File: config.mk
export PLATFORM = sky130hd
export DESIGN_NAME = uart_rx_flat
export DESIGN_NICKNAME = d
export VERILOG_FILES = /design/src/rtl/uart_pkg.sv /design/src/rtl/uart_rx_if.sv /design/src/rtl/uart_sync.sv /design/src/rtl/uart_rx.sv /design/src/flat_wrapper.sv
export SDC_FILE = /design/constraint.sdc
export NUM_CORES = 1
export LEC_CHECK = 0
export CAP_MARGIN = 40
export CORE_MARGIN = 5
export CORE_UTILIZATION = 40
export DETAILED_ROUTE_END_ITERATION = 16
export PLACE_DENSITY_LB_ADDON = 0.05
export RECOVER_POWER = 50
export REMOVE_ABC_BUFFERS = 1
export SYNTH_ARGS = -nofsm -noshare
export SYNTH_HDL_FRONTEND = slang
export SYNTH_SLANG_ARGS = --single-unit
export TNS_END_PERCENT = 50
File: constraint.sdc
create_clock -name clk_i -period 2.8 [get_ports clk_i]
set_input_delay 0.56 -clock clk_i [delete_from_list [all_inputs] [get_ports clk_i]]
set_output_delay 0.56 -clock clk_i [all_outputs]
set_load 0.02 [all_outputs]
File: src/rtl/uart_pkg.sv
// ----------------------------------------------------------------------------
// uart_pkg
// Shared UART definitions used by both the receiver and the transmitter.
//   - rx_state_e      : receiver state encoding
//   - baud_div()      : baud select -> clock divider (bit period = DIV+1 clks)
//   - FRAME_DATA_BITS : data bits per frame
//   - STOP_LEVEL      : line level expected during the stop bit
// ----------------------------------------------------------------------------
package uart_pkg;

    localparam int   FRAME_DATA_BITS = 8;
    localparam logic STOP_LEVEL      = 1'b1;

    typedef enum logic [2:0] {
        IDLE       = 3'd0,
        START_BIT  = 3'd1,
        DATA_BIT   = 3'd2,
        PARITY_BIT = 3'd3,
        STOP_BIT   = 3'd4,
        BREAK_WAIT = 3'd5
    } rx_state_e;

    // Unsupported rates fall back to the slowest divider so the link stays
    // usable at 9600.
    function automatic logic [15:0] baud_div(input logic [16:0] baud);
        logic [15:0] div;
        case (baud)
            17'd9600:   div = 16'd104;
            17'd19200:  div = 16'd52;
            17'd38400:  div = 16'd26;
            17'd57600:  div = 16'd17;
            17'd115200: div = 16'd8;
            default:    div = 16'd104;
        endcase
        return div;
    endfunction

endpackage

File: src/rtl/uart_rx_if.sv
// ----------------------------------------------------------------------------
// uart_rx_if
// AXI-Stream byte channel out of the UART receiver.
//   tdata  : received byte
//   tvalid : byte valid
//   tlast  : mirrors tvalid, every byte is a one-beat packet
//   tready : downstream ready
// ----------------------------------------------------------------------------
interface uart_rx_if #(
    parameter int DATA_WIDTH = 8
);
    logic [DATA_WIDTH-1:0] tdata;
    logic                  tvalid;
    logic                  tlast;
    logic                  tready;

    modport master (output tdata, output tvalid, output tlast, input  tready);
    modport slave  (input  tdata, input  tvalid, input  tlast, output tready);
endinterface

File: src/rtl/uart_sync.sv
// ----------------------------------------------------------------------------
// uart_sync
// N-flop synchronizer for an asynchronous level. Flops reset to 1 so an idle
// UART line does not look like a start bit coming out of reset.
//   clk_i    : clock
//   rst_n_i  : asynchronous active-low reset
//   i_async  : asynchronous input
//   o_sync   : synchronized output
// ----------------------------------------------------------------------------
module uart_sync #(
    parameter int N = 2
) (
    input  logic clk_i,
    input  logic rst_n_i,
    input  logic i_async,
    output logic o_sync
);

    logic [N-1:0] r_ff;

    always_ff @(posedge clk_i or negedge rst_n_i) begin
        if (!rst_n_i) begin
            r_ff <= '1;
        end else begin
            r_ff <= {r_ff[N-2:0], i_async};
        end
    end

    assign o_sync = r_ff[N-1];

endmodule

File: src/rtl/uart_rx.sv
// ----------------------------------------------------------------------------
// uart_rx
// UART receiver: 1 start, 8 data (MSB first), even parity, 1 stop. Delivers
// bytes on an AXI-Stream master through a single holding register. Errored
// and overrun bytes are dropped and flagged with one-cycle pulses.
//   clk_i         : system clock
//   rst_n_i       : asynchronous active-low reset
//   boudrate_i    : baud select, sampled only while idle
//   rx_i          : asynchronous serial line, idle high
//   mst_axis      : AXI-Stream master (tdata/tvalid/tlast/tready)
//   parity_err_o  : parity mismatch pulse
//   frame_err_o   : stop bit sampled low pulse
//   overrun_o     : byte completed while holding register full pulse
//
// state      | meaning
// -----------+--------------------------------------------------------------
// IDLE       | counter cleared, waiting for falling edge on the line
// START_BIT  | confirm start bit at mid-bit, glitch returns to IDLE
// DATA_BIT   | shift in 8 data bits, one per bit period
// PARITY_BIT | capture the parity bit
// STOP_BIT   | check stop level and parity, deliver or flag
// BREAK_WAIT | line held low after a framing error, wait for it to go high
// ----------------------------------------------------------------------------
module uart_rx
    import uart_pkg::*;
#(
    parameter int DATA_WIDTH  = 8,
    parameter int SYNC_STAGES = 2
) (
    input  logic        clk_i,
    input  logic        rst_n_i,
    input  logic [16:0] boudrate_i,
    input  logic        rx_i,
    uart_rx_if.master   mst_axis,
    output logic        parity_err_o,
    output logic        frame_err_o,
    output logic        overrun_o
);

    localparam logic [2:0] ST_IDLE   = IDLE;
    localparam logic [2:0] ST_START  = START_BIT;
    localparam logic [2:0] ST_DATA   = DATA_BIT;
    localparam logic [2:0] ST_PARITY = PARITY_BIT;
    localparam logic [2:0] ST_STOP   = STOP_BIT;
    localparam logic [2:0] ST_BREAK  = BREAK_WAIT;

    logic                  w_rx_s;
    logic                  w_mid;
    logic                  r_rx_prev;
    logic [2:0]            r_state;
    logic [15:0]           r_cnt;
    logic [15:0]           r_div;
    logic [2:0]            r_bit_idx;
    logic [DATA_WIDTH-1:0] r_shift;
    logic                  r_par;
    logic [DATA_WIDTH-1:0] r_tdata;
    logic                  r_tvalid;
    logic                  r_pe;
    logic                  r_fe;
    logic                  r_ov;

    uart_sync #(.N(SYNC_STAGES)) u_sync (
        .clk_i   (clk_i),
        .rst_n_i (rst_n_i),
        .i_async (rx_i),
        .o_sync  (w_rx_s)
    );

    // The counter free-runs 0..DIV from the start edge, so every sample after
    // the start-bit check lands exactly one bit period after the previous one.
    assign w_mid = (r_cnt == (r_div >> 1));

    always_ff @(posedge clk_i or negedge rst_n_i) begin
        if (!rst_n_i) begin
            r_rx_prev <= 1'b1;
            r_state   <= ST_IDLE;
            r_cnt     <= '0;
            r_div     <= '0;
            r_bit_idx <= '0;
            r_shift   <= '0;
            r_par     <= 1'b0;
            r_tdata   <= '0;
            r_tvalid  <= 1'b0;
            r_pe      <= 1'b0;
            r_fe      <= 1'b0;
            r_ov      <= 1'b0;
        end else begin
            r_rx_prev <= w_rx_s;
            r_pe      <= 1'b0;
            r_fe      <= 1'b0;
            r_ov      <= 1'b0;

            if (r_tvalid && mst_axis.tready) begin
                r_tvalid <= 1'b0;
            end

            // Divider is latched only while idle, so a baud change mid-frame
            // applies to the next frame.
            if (r_state == ST_IDLE) begin
                r_cnt <= '0;
                r_div <= baud_div(boudrate_i);
            end else begin
                r_cnt <= (r_cnt == r_div) ? 16'd0 : r_cnt + 16'd1;
            end

            case (r_state)
                ST_IDLE: begin
                    if (r_rx_prev && !w_rx_s) begin
                        r_state <= ST_START;
                    end
                end
                ST_START: begin
                    if (w_mid) begin
                        if (w_rx_s) begin
                            r_state <= ST_IDLE;
                        end else begin
                            r_state   <= ST_DATA;
                            r_bit_idx <= '0;
                        end
                    end
                end
                ST_DATA: begin
                    if (w_mid) begin
                        r_shift <= {r_shift[DATA_WIDTH-2:0], w_rx_s};
                        if (r_bit_idx == 3'(FRAME_DATA_BITS - 1)) begin
                            r_state <= ST_PARITY;
                        end else begin
                            r_bit_idx <= r_bit_idx + 3'd1;
                        end
                    end
                end
                ST_PARITY: begin
                    if (w_mid) begin
                        r_par   <= w_rx_s;
                        r_state <= ST_STOP;
                    end
                end
                ST_STOP: begin
                    if (w_mid) begin
                        if (w_rx_s != STOP_LEVEL) begin
                            r_fe    <= 1'b1;
                            r_state <= ST_BREAK;
                        end else if (r_par != ^r_shift) begin
                            r_pe    <= 1'b1;
                            r_state <= ST_IDLE;
                        end else if (r_tvalid && !mst_axis.tready) begin
                            r_ov    <= 1'b1;
                            r_state <= ST_IDLE;
                        end else begin
                            // Also covers a handshake in this same cycle: the
                            // new byte replaces the accepted one.
                            r_tdata  <= r_shift;
                            r_tvalid <= 1'b1;
                            r_state  <= ST_IDLE;
                        end
                    end
                end
                ST_BREAK: begin
                    if (w_rx_s) begin
                        r_state <= ST_IDLE;
                    end
                end
                default: r_state <= ST_IDLE;
            endcase
        end
    end

    assign mst_axis.tdata  = r_tdata;
    assign mst_axis.tvalid = r_tvalid;
    assign mst_axis.tlast  = r_tvalid;
    assign parity_err_o    = r_pe;
    assign frame_err_o     = r_fe;
    assign overrun_o       = r_ov;

endmodule

File: src/flat_wrapper.sv
// flat-port wrapper written by rule: the top's interface ports become plain ports
module uart_rx_flat import uart_pkg::*;
#(
    parameter int DATA_WIDTH  = 8,
    parameter int SYNC_STAGES = 2
)
  (clk_i, rst_n_i, boudrate_i, rx_i, parity_err_o, frame_err_o, overrun_o, mst_axis_tdata, mst_axis_tvalid, mst_axis_tlast, mst_axis_tready);
  uart_rx_if #(.DATA_WIDTH(DATA_WIDTH)) mst_axis_i ();
  input  logic clk_i;
  input  logic rst_n_i;
  input  logic [16:0] boudrate_i;
  input  logic rx_i;
  output logic parity_err_o;
  output logic frame_err_o;
  output logic overrun_o;
  output wire logic [$bits(mst_axis_i.tdata)-1:0] mst_axis_tdata;
  output wire logic [$bits(mst_axis_i.tvalid)-1:0] mst_axis_tvalid;
  output wire logic [$bits(mst_axis_i.tlast)-1:0] mst_axis_tlast;
  input wire logic [$bits(mst_axis_i.tready)-1:0] mst_axis_tready;
  assign mst_axis_tdata = mst_axis_i.tdata;
  assign mst_axis_tvalid = mst_axis_i.tvalid;
  assign mst_axis_tlast = mst_axis_i.tlast;
  assign mst_axis_i.tready = mst_axis_tready;
  uart_rx #(.DATA_WIDTH(DATA_WIDTH), .SYNC_STAGES(SYNC_STAGES)) u_core (.clk_i(clk_i), .rst_n_i(rst_n_i), .boudrate_i(boudrate_i), .rx_i(rx_i), .mst_axis(mst_axis_i), .parity_err_o(parity_err_o), .frame_err_o(frame_err_o), .overrun_o(overrun_o));
endmodule
==> impl_metrics.ini, run 1 <==
[timing]
finalSetupViolCount = 0
period_share_pct = 92.5
timing.final.ws_setup_ps = 210
grt_setup_unrepaired = false
slew-limit-headroom_pct = 13.4
fmax_ghz = 0.386
fin_setup_tns_ps = 0
worst_pin_slew_ps = 1300
finClkSkew_ps = 4.85
hold_viol_final = 0
layout_min_cycle_time_ps = 2590
slew_viol_final = 0

[critical_path]
end_kind = register
crit_path_start_kind = register
cp_cell_sequence = or4_4, nor4_4, nand3_2, and4b_1, mux2_2
crit_slowest_cell = or4_4
startpoint = u_core.r_cnt[11]
crit_arrival_ps = 2790
r2r_slack_ps = 210
critPathRequiredTime_ps = 3000
cp_max_fo = 9
worstReg2RegEnd = u_core.mst_axis.tdata[7]
worstSetupPathType = reg2reg
slowest_delay_ps = 560
r2r_cells = 5
r2r-start = u_core.r_cnt[11]

[floorplanning]
ios = 34
num_rows = 29
fp.dieArea_mm2 = 0.00838
core_mm2 = 0.00642
die_w_um = 91.5
start_util_pct = 41.4
fp.dieH_um = 91.5

[yosys]
synthCells = 238
synth-edff-count = 0
synth_cell_types = 43
synth_warnings = 0
synth.avg_cell_area_um2 = 11.2
synthFlopType = dfrtp_1
synth_top_cell_area_share_pct = 47.1
ys_async_sr_fraction_pct = 100
netlist_top_cells_count = dfrtp_1 (50), nor2_1 (30), xor2_1 (23)
ys_ff_latch = 53
synth_seq_area_share_pct = 50.0
yosys.area.top_type = dfrtp_1
yosys-top-cells-area = dfrtp_1 (47%), xor2_1 (7.6%), mux2_2 (5.1%)
yosysMostFrequentCell = dfrtp_1
syn_area_mm2 = 0.00266

[power]
p_per_area_mw_per_mm2 = 585
total_power_uw = 1840
irDropWorstVdd_v = 0.000241
p_leak_uw = 0.00150

[place]
placed_area_mm2 = 0.00306
dpl_worst_slack_ps = 195
place_congestion = 0.684
portBuffers = 33
dp_hpwl_mm = 3.43

[grt]
gr-usage-all-layers_pct = 12.3
grt_max_degree = 54
grt_overflow = 0
first_global_vias = 1786
grt_pass1_wl_mm = 8.51
antenna_found_initial = 0

[clocking]
h-tree-depth = 2
numCtsBuffers = 5
cts_tree = built
clockBufferDepth = 2
clockRootBuffer = clkbuf_8
path_clk_slew_ps = 100
clock-sinks = 53
hold_buffers = 0
cts_setup_buffers = 0
cts_resized = 0
clk_latency_ps = 300

[layout]
n_fill_cell = 617
drive_above_1_share_pct = 15.0
nets = 296
seq_area_mm2 = 0.00133
antennaDiodeCount = 0
finish.instance_area_mm2 = 0.00315
syn_to_final_growth_pct = 18.4
multiInputGateArea_mm2 = 0.00126

[hold_path]
min-delay-start = u_core.u_sync.r_ff[0]
hold_path_end = u_core.u_sync.r_ff[1]
hold_depth = 0
hp-class = reg2reg

[detailed_routing]
viasPerCell = 5.07
routed_wl_mm = 4.76
ant_nets = 0
wire_per_inst_um = 13.6
drt_iter0_drc = 41
drcViolationCount = 0
vias = 1776
drt-pass1-iter-count = 4

[outcome]
status = complete, no violations

[run]
maxCapViolations = 0
worst max-delay path by stage:
stage	endpoint	slack (ps)	depth (start not counted)
after CTS	u_core.mst_axis.tdata[0]	170	5
after floorplan	u_core.mst_axis.tdata[0]	470	5
after detailed placement	u_core.mst_axis.tdata[4]	190	5
after global routing	u_core.mst_axis.tdata[0]	50	5
final	u_core.mst_axis.tdata[7]	210	5
after global placement	u_core.mst_axis.tdata[6]	230	5
worst max-delay path: cells and delay by family (launching register included):
family        cells  cell delay [ps]
simple gates      4             1680
mux               1              380
flops             1              440
stage by stage:
step / instances / hold WS [ps] / util [%]
finish: 350 / 367 / 49.0
global route: 350 / 380 / 49.0
CTS: 350 / 362 / 49.1
detailed placement: 342 / 348 / 47.7
global placement: 342 / 347 / 47.7
floorplan: 227 / 264 / -
final cells by class:
type	count	area share (%)
sequential	53	42.2
clock buffer	5	2.19
multi-input combinational	171	40.0
timing repair buffer	38	11.4
clock inverter	3	0.715
inverter	3	0.358
tap	77	3.06
metal layers:
layer | GRT usage [%] | wire length (um) | vias up
met2 | 19.2 | 2070 | 29
met4 | 3.39 | 53 | 0
li1 | - | - | 897
met3 | 2.64 | 173 | 5
met1 | 17.1 | 2470 | 845
met5 | 0 | 0 | -
kinds of logic (layout without fill, tap and decap cells):
logic type	count (synthesis)	in the layout	share of synthesized area [%]
buffers and inverters	14	49	2.59
and+or+nand+nor	95	95	19.2
DFF	53	53	50.0
AOI/OAI and AO/OA	18	18	5.04
muxes	21	21	9.98
adders and majority gates	3	3	1.41
xor gates and xnor gates	34	34	11.7
registers in the layout, summed over array words and instances (netlist names):
name / count
u_core.r_state: 3
u_core.u_sync.r_ff: 2
u_core.r_shift: 8
u_core.r_par: 1
u_core.mst_axis.tlast: 1
u_core.overrun_o: 1
u_core.mst_axis.tdata: 8
u_core.parity_err_o: 1
u_core.r_rx_prev: 1
u_core.r_cnt: 16
u_core.r_bit_idx: 3
u_core.r_div: 7
u_core.frame_err_o: 1
power breakdown:
| group | total [uW] | leakage [uW] | internal (uW) | switching (uW) |
|---|---|---|---|---|
| Sequential | 958 | 0.000704 | 843 | 115 |
| Clock | 440 | 0.0000481 | 178 | 262 |
| Combinational | 444 | 0.000749 | 208 | 236 |
| Total | 1840 | 0.00150 | 1230 | 613 |
cell usage in the layout (no fill, tap or decap), types with 2 or more instances in the layout:
cell	synthesis	layout
and3_1	6	6
mux2_4	8	8
clkinv_4	0	2
or3_1	3	3
dlygate4sd3_1	0	4
nand3_1	7	7
clkbuf_8	0	5
o21ai_0	5	5
inv_1	3	3
or4bb_1	2	2
nand4_1	5	5
o31ai_1	4	4
nor4_1	6	6
xor2_1	23	23
xnor2_1	10	10
clkdlybuf4s50_1	0	28
nand2_1	17	17
nor3_1	6	6
nor2_1	30	30
a21oi_1	4	4
dfstp_2	3	2
buf_4	2	4
nand2b_1	2	2
dfrtp_1	50	50
mux2_2	12	12
ha_1	3	3
Note: power is estimated with default switching activity, not from simulation.
==> run 2: changes to the inputs <==
- CORE_UTILIZATION: 40 -> 55
==> impl_metrics.ini, run 2 (synthesis results as in run 1) <==
[outcome]
status = finished with violations
violations = capacitance limit, slew limit

[detailed_routing]
wire_per_inst_um = 14.4
drt-pass1-iter-count = 4
viasPerCell = 5.30
drcViolationCount = 0
drt_iter0_drc = 61
routed_wl_mm = 4.92
ant_nets = 0
vias = 1808

[layout]
n_fill_cell = 379
drive_above_1_share_pct = 14.2
seq_area_mm2 = 0.00133
largest-register = u_core.r_cnt
final_common_cell = dfrtp_1
largest_reg_flops = 16
antennaDiodeCount = 0
final_cell_mix = dfrtp_1 (50), nor2_1 (30), clkdlybuf4s50_1 (28), xor2_1 (23), nand2_1 (17)
fin_util_pct = 66.5
nets = 297
multiInputGateArea_mm2 = 0.00126
syn_to_final_growth_pct = 18.2

[hold_path]
hold_path_end = u_core.u_sync.r_ff[1]
hold_depth = 0
hp-class = reg2reg
min-delay-start = u_core.u_sync.r_ff[0]

[critical_path]
slowest_delay_ps = 570
crit_buf_inv = 0
worstSetupPathType = reg2reg
r2r-start = u_core.r_cnt[11]
crit_arrival_ps = 2810
crit_slowest_cell = or4_4
crit_path_start_kind = register
cp_cell_sequence = or4_4, nor4_4, nand3_2, and4b_1, mux2_2
r2r_slack_ps = 190
cp_max_fo = 9
crit_family = simple AND/OR/NAND/NOR gates
critPathRequiredTime_ps = 2990
r2r_cells = 5
end_kind = register
worstReg2RegEnd = u_core.mst_axis.tdata[2]

[clocking]
clockBufferDepth = 2
path_clk_slew_ps = 100
hold_buffers = 0
numCtsBuffers = 5
cts_setup_buffers = 0
clockRootBuffer = clkbuf_8
clk_latency_ps = 300
clock-sinks = 53
cts_tree = built
h-tree-depth = 2
cts_resized = 0

[timing]
fin_setup_tns_ps = 0
layout_min_cycle_time_ps = 2610
worst_pin_slew_ps = 1520
finClkSkew_ps = 8.00
grt_setup_unrepaired = false
finalSetupViolCount = 0
hold_viol_final = 0
slew_viol_final = 30
fmax_ghz = 0.383
slew-limit-headroom_pct = -1.61
timing.final.ws_setup_ps = 187
hold_ws_ps = 376
period_share_pct = 93.3

[place]
dpl_worst_slack_ps = 172
place_congestion = 0.772
dp_hpwl_mm = 3.64
portBuffers = 33

[grt]
grt_pass1_wl_mm = 8.67
gr-usage-all-layers_pct = 17.5
grt_overflow = 0
first_global_vias = 1885
antenna_found_initial = 0
grt_max_degree = 30

[floorplanning]
ios = 34
fp.dieArea_mm2 = 0.00633
die_w_um = 79.5
start_util_pct = 56.3
num_rows = 25
fp.dieH_um = 79.5
core_mm2 = 0.00472

[run]
maxCapViolations = 1

[power]
irDropWorstVdd_v = 0.000334
p_leak_uw = 0.00150
p_per_area_mw_per_mm2 = 594
## run 2: changes by cell type in the layout (fill, tap and decap cells not counted), sizes merged
cell	delta
clkbuf	+3
buf	-1
clkinv	-1
## run 2: worst max path at each step
stage                          start                  endpoint  slack [ps]  depth (start not counted)
finish              u_core.r_cnt[11]  u_core.mst_axis.tdata[2]         190                          5
global placement    u_core.r_cnt[11]  u_core.mst_axis.tdata[6]         220                          5
CTS                 u_core.r_cnt[11]  u_core.mst_axis.tdata[0]         180                          5
global route        u_core.r_cnt[11]  u_core.mst_axis.tdata[2]          60                          5
detailed placement  u_core.r_cnt[11]  u_core.mst_axis.tdata[0]         170                          5
floorplan           u_core.r_cnt[11]  u_core.mst_axis.tdata[0]         470                          5
## run 2: metal layers
metal,part of all wire (%),GRT usage (%),up-vias
met5,0,0,-
met2,49,29.1,37
met4,0.89,4.30,0
met3,3.5,3.61,6
met1,47,23.2,864
li1,-,-,901
## run 2: power breakdown
| part | switching [uW] | total [uW] | internal [uW] |
|---|---|---|---|
| Combinational | 242 | 452 | 209 |
| Sequential | 123 | 966 | 843 |
| Clock | 247 | 448 | 201 |
## run 2: layout make-up
| cell class | count | area share [%] |
|---|---|---|
| clock buffer | 6 | 2.63 |
| clock inverter | 2 | 0.438 |
| inverter | 3 | 0.358 |
| multi-input combinational | 171 | 40.1 |
| sequential | 53 | 42.3 |
| tap | 67 | 2.67 |
| timing repair buffer | 39 | 11.5 |
## run 2: metrics by stage
stage          cells  power (uW)  instance area (um^2)
2_1_floorplan    227        1250                  2600
3_3_place_gp     333        1420                  3060
3_5_place_dp     333        1440                  3060
4_1_cts          341        1890                  3150
5_1_grt          341        1990                  3140
6_report         341        1870                  3140
==> run 3: changes to the inputs <==
- CORE_MARGIN: 5 -> 2
==> impl_metrics.ini, run 3 (synthesis results as in run 1) <==
[outcome]
status = complete, no violations

[detailed_routing]
viasPerCell = 5.50
wire_per_inst_um = 13.9
drt-pass1-iter-count = 2
drcViolationCount = 0
ant_nets = 0
routed_wl_mm = 4.54
drt_iter0_drc = 86
vias = 1797

[layout]
final_cell_mix = dfrtp_1 (50), nor2_1 (30), clkdlybuf4s50_1 (28), xor2_1 (23), nand2_1 (17)
finalNonFillerCells = 327
antennaDiodeCount = 0
final_common_cell = dfrtp_1
largest_reg_flops = 16
largest-register = u_core.r_cnt
syn_to_final_growth_pct = 17.1
drive_above_1_share_pct = 13.9
nets = 296

[floorplanning]
die_w_um = 73.5
fp.dieH_um = 73.5
core_mm2 = 0.00469
start_util_pct = 56.7
num_rows = 25
fp.dieArea_mm2 = 0.00541
ios = 34

[timing]
finClkSkew_ps = 8.48
fin_setup_tns_ps = 0
period_share_pct = 92.3
layout_min_cycle_time_ps = 2580
hold_viol_final = 0
worst_pin_slew_ps = 1270
slew_viol_final = 0
finalSetupViolCount = 0
grt_setup_unrepaired = false
fmax_ghz = 0.387
slew-limit-headroom_pct = 15.5

[critical_path]
r2r_cells = 5
worstSetupPathType = reg2reg
crit_arrival_ps = 2790
slowest_delay_ps = 560
cp_max_fo = 9
crit_path_start_kind = register
r2r-start = u_core.r_cnt[11]
worstReg2RegEnd = u_core.mst_axis.tdata[2]
critPathRequiredTime_ps = 3010
r2r_slack_ps = 220
cp_cell_sequence = or4_4, nor4_4, nand3_2, and4b_1, mux2_2
end_kind = register
crit_slowest_cell = or4_4

[grt]
grt_max_degree = 25
antenna_found_initial = 0
grt_overflow = 0
grt_pass1_wl_mm = 8.05
gr-usage-all-layers_pct = 19.4
first_global_vias = 1764

[clocking]
cts_setup_buffers = 0
cts_resized = 0
numCtsBuffers = 5
clk_latency_ps = 310
h-tree-depth = 2
clockRootBuffer = clkbuf_8
clock-sinks = 53
cts_tree = built
hold_buffers = 0
path_clk_slew_ps = 100
clockBufferDepth = 2

[power]
p_leak_uw = 0.00149
p_per_area_mw_per_mm2 = 588
total_power_uw = 1830
irDropWorstVdd_v = 0.000372

[place]
dp_cells = 319
place_congestion = 0.843
portBuffers = 33
dp_hpwl_mm = 3.40

[run]
maxCapViolations = 0

[hold_path]
hp-class = in2async
-- run 3: worst max-delay path by stage --
stage / startpoint / endpoint / slack, ps
after detailed placement: u_core.r_cnt[11] / u_core.mst_axis.tdata[2] / 210
after global routing: u_core.r_cnt[11] / u_core.mst_axis.tdata[5] / 50
after CTS: u_core.r_cnt[11] / u_core.mst_axis.tdata[2] / 190
after floorplan: u_core.r_cnt[11] / u_core.mst_axis.tdata[0] / 470
after global placement: boudrate_i[3] / u_core.r_div[3] / 250
final: u_core.r_cnt[11] / u_core.mst_axis.tdata[2] / 220
-- run 3: critical path, delay by kind of cell (launching register included) --
kind / cells / cell delay, ps
simple gates: 4 / 1650
flops: 1 / 440
mux: 1 / 380
-- run 3: stage by stage --
| step | util, % | area [um^2] | worst slack [ps] | hold WS, ps |
|---|---|---|---|---|
| after global routing | 66.3 | 3110 | 53.0 | 283 |
| after floorplan | - | 2600 | 469 | 264 |
| final | 66.3 | 3110 | 215 | 240 |
| after detailed placement | 64.6 | 3030 | 207 | 347 |
| after CTS | 66.5 | 3120 | 193 | 109 |
| after global placement | 64.6 | 3030 | 248 | 348 |
-- run 3: layer usage --
metal / share of wire, % / track usage (%)
met1: 47 / 26.9
met2: 49 / 30.2
met3: 2.7 / 4.12
met4: 1.5 / 6.67
met5: 0 / 0
-- run 3: cell type report --
type                    count  area [um^2]
clock buffers               5         68.8
multi-input cells         171         1260
clock inverters             3         21.3
fillers                   377         1580
well taps                  54         67.6
flip-flops and latches     53         1330
repair buffers             38          354
inverters                   3         11.3
-- run 3: where the power goes --
group	switching, uW	internal, uW
sequential	125	843
combinational	224	201
clock	261	178
total	610	1220
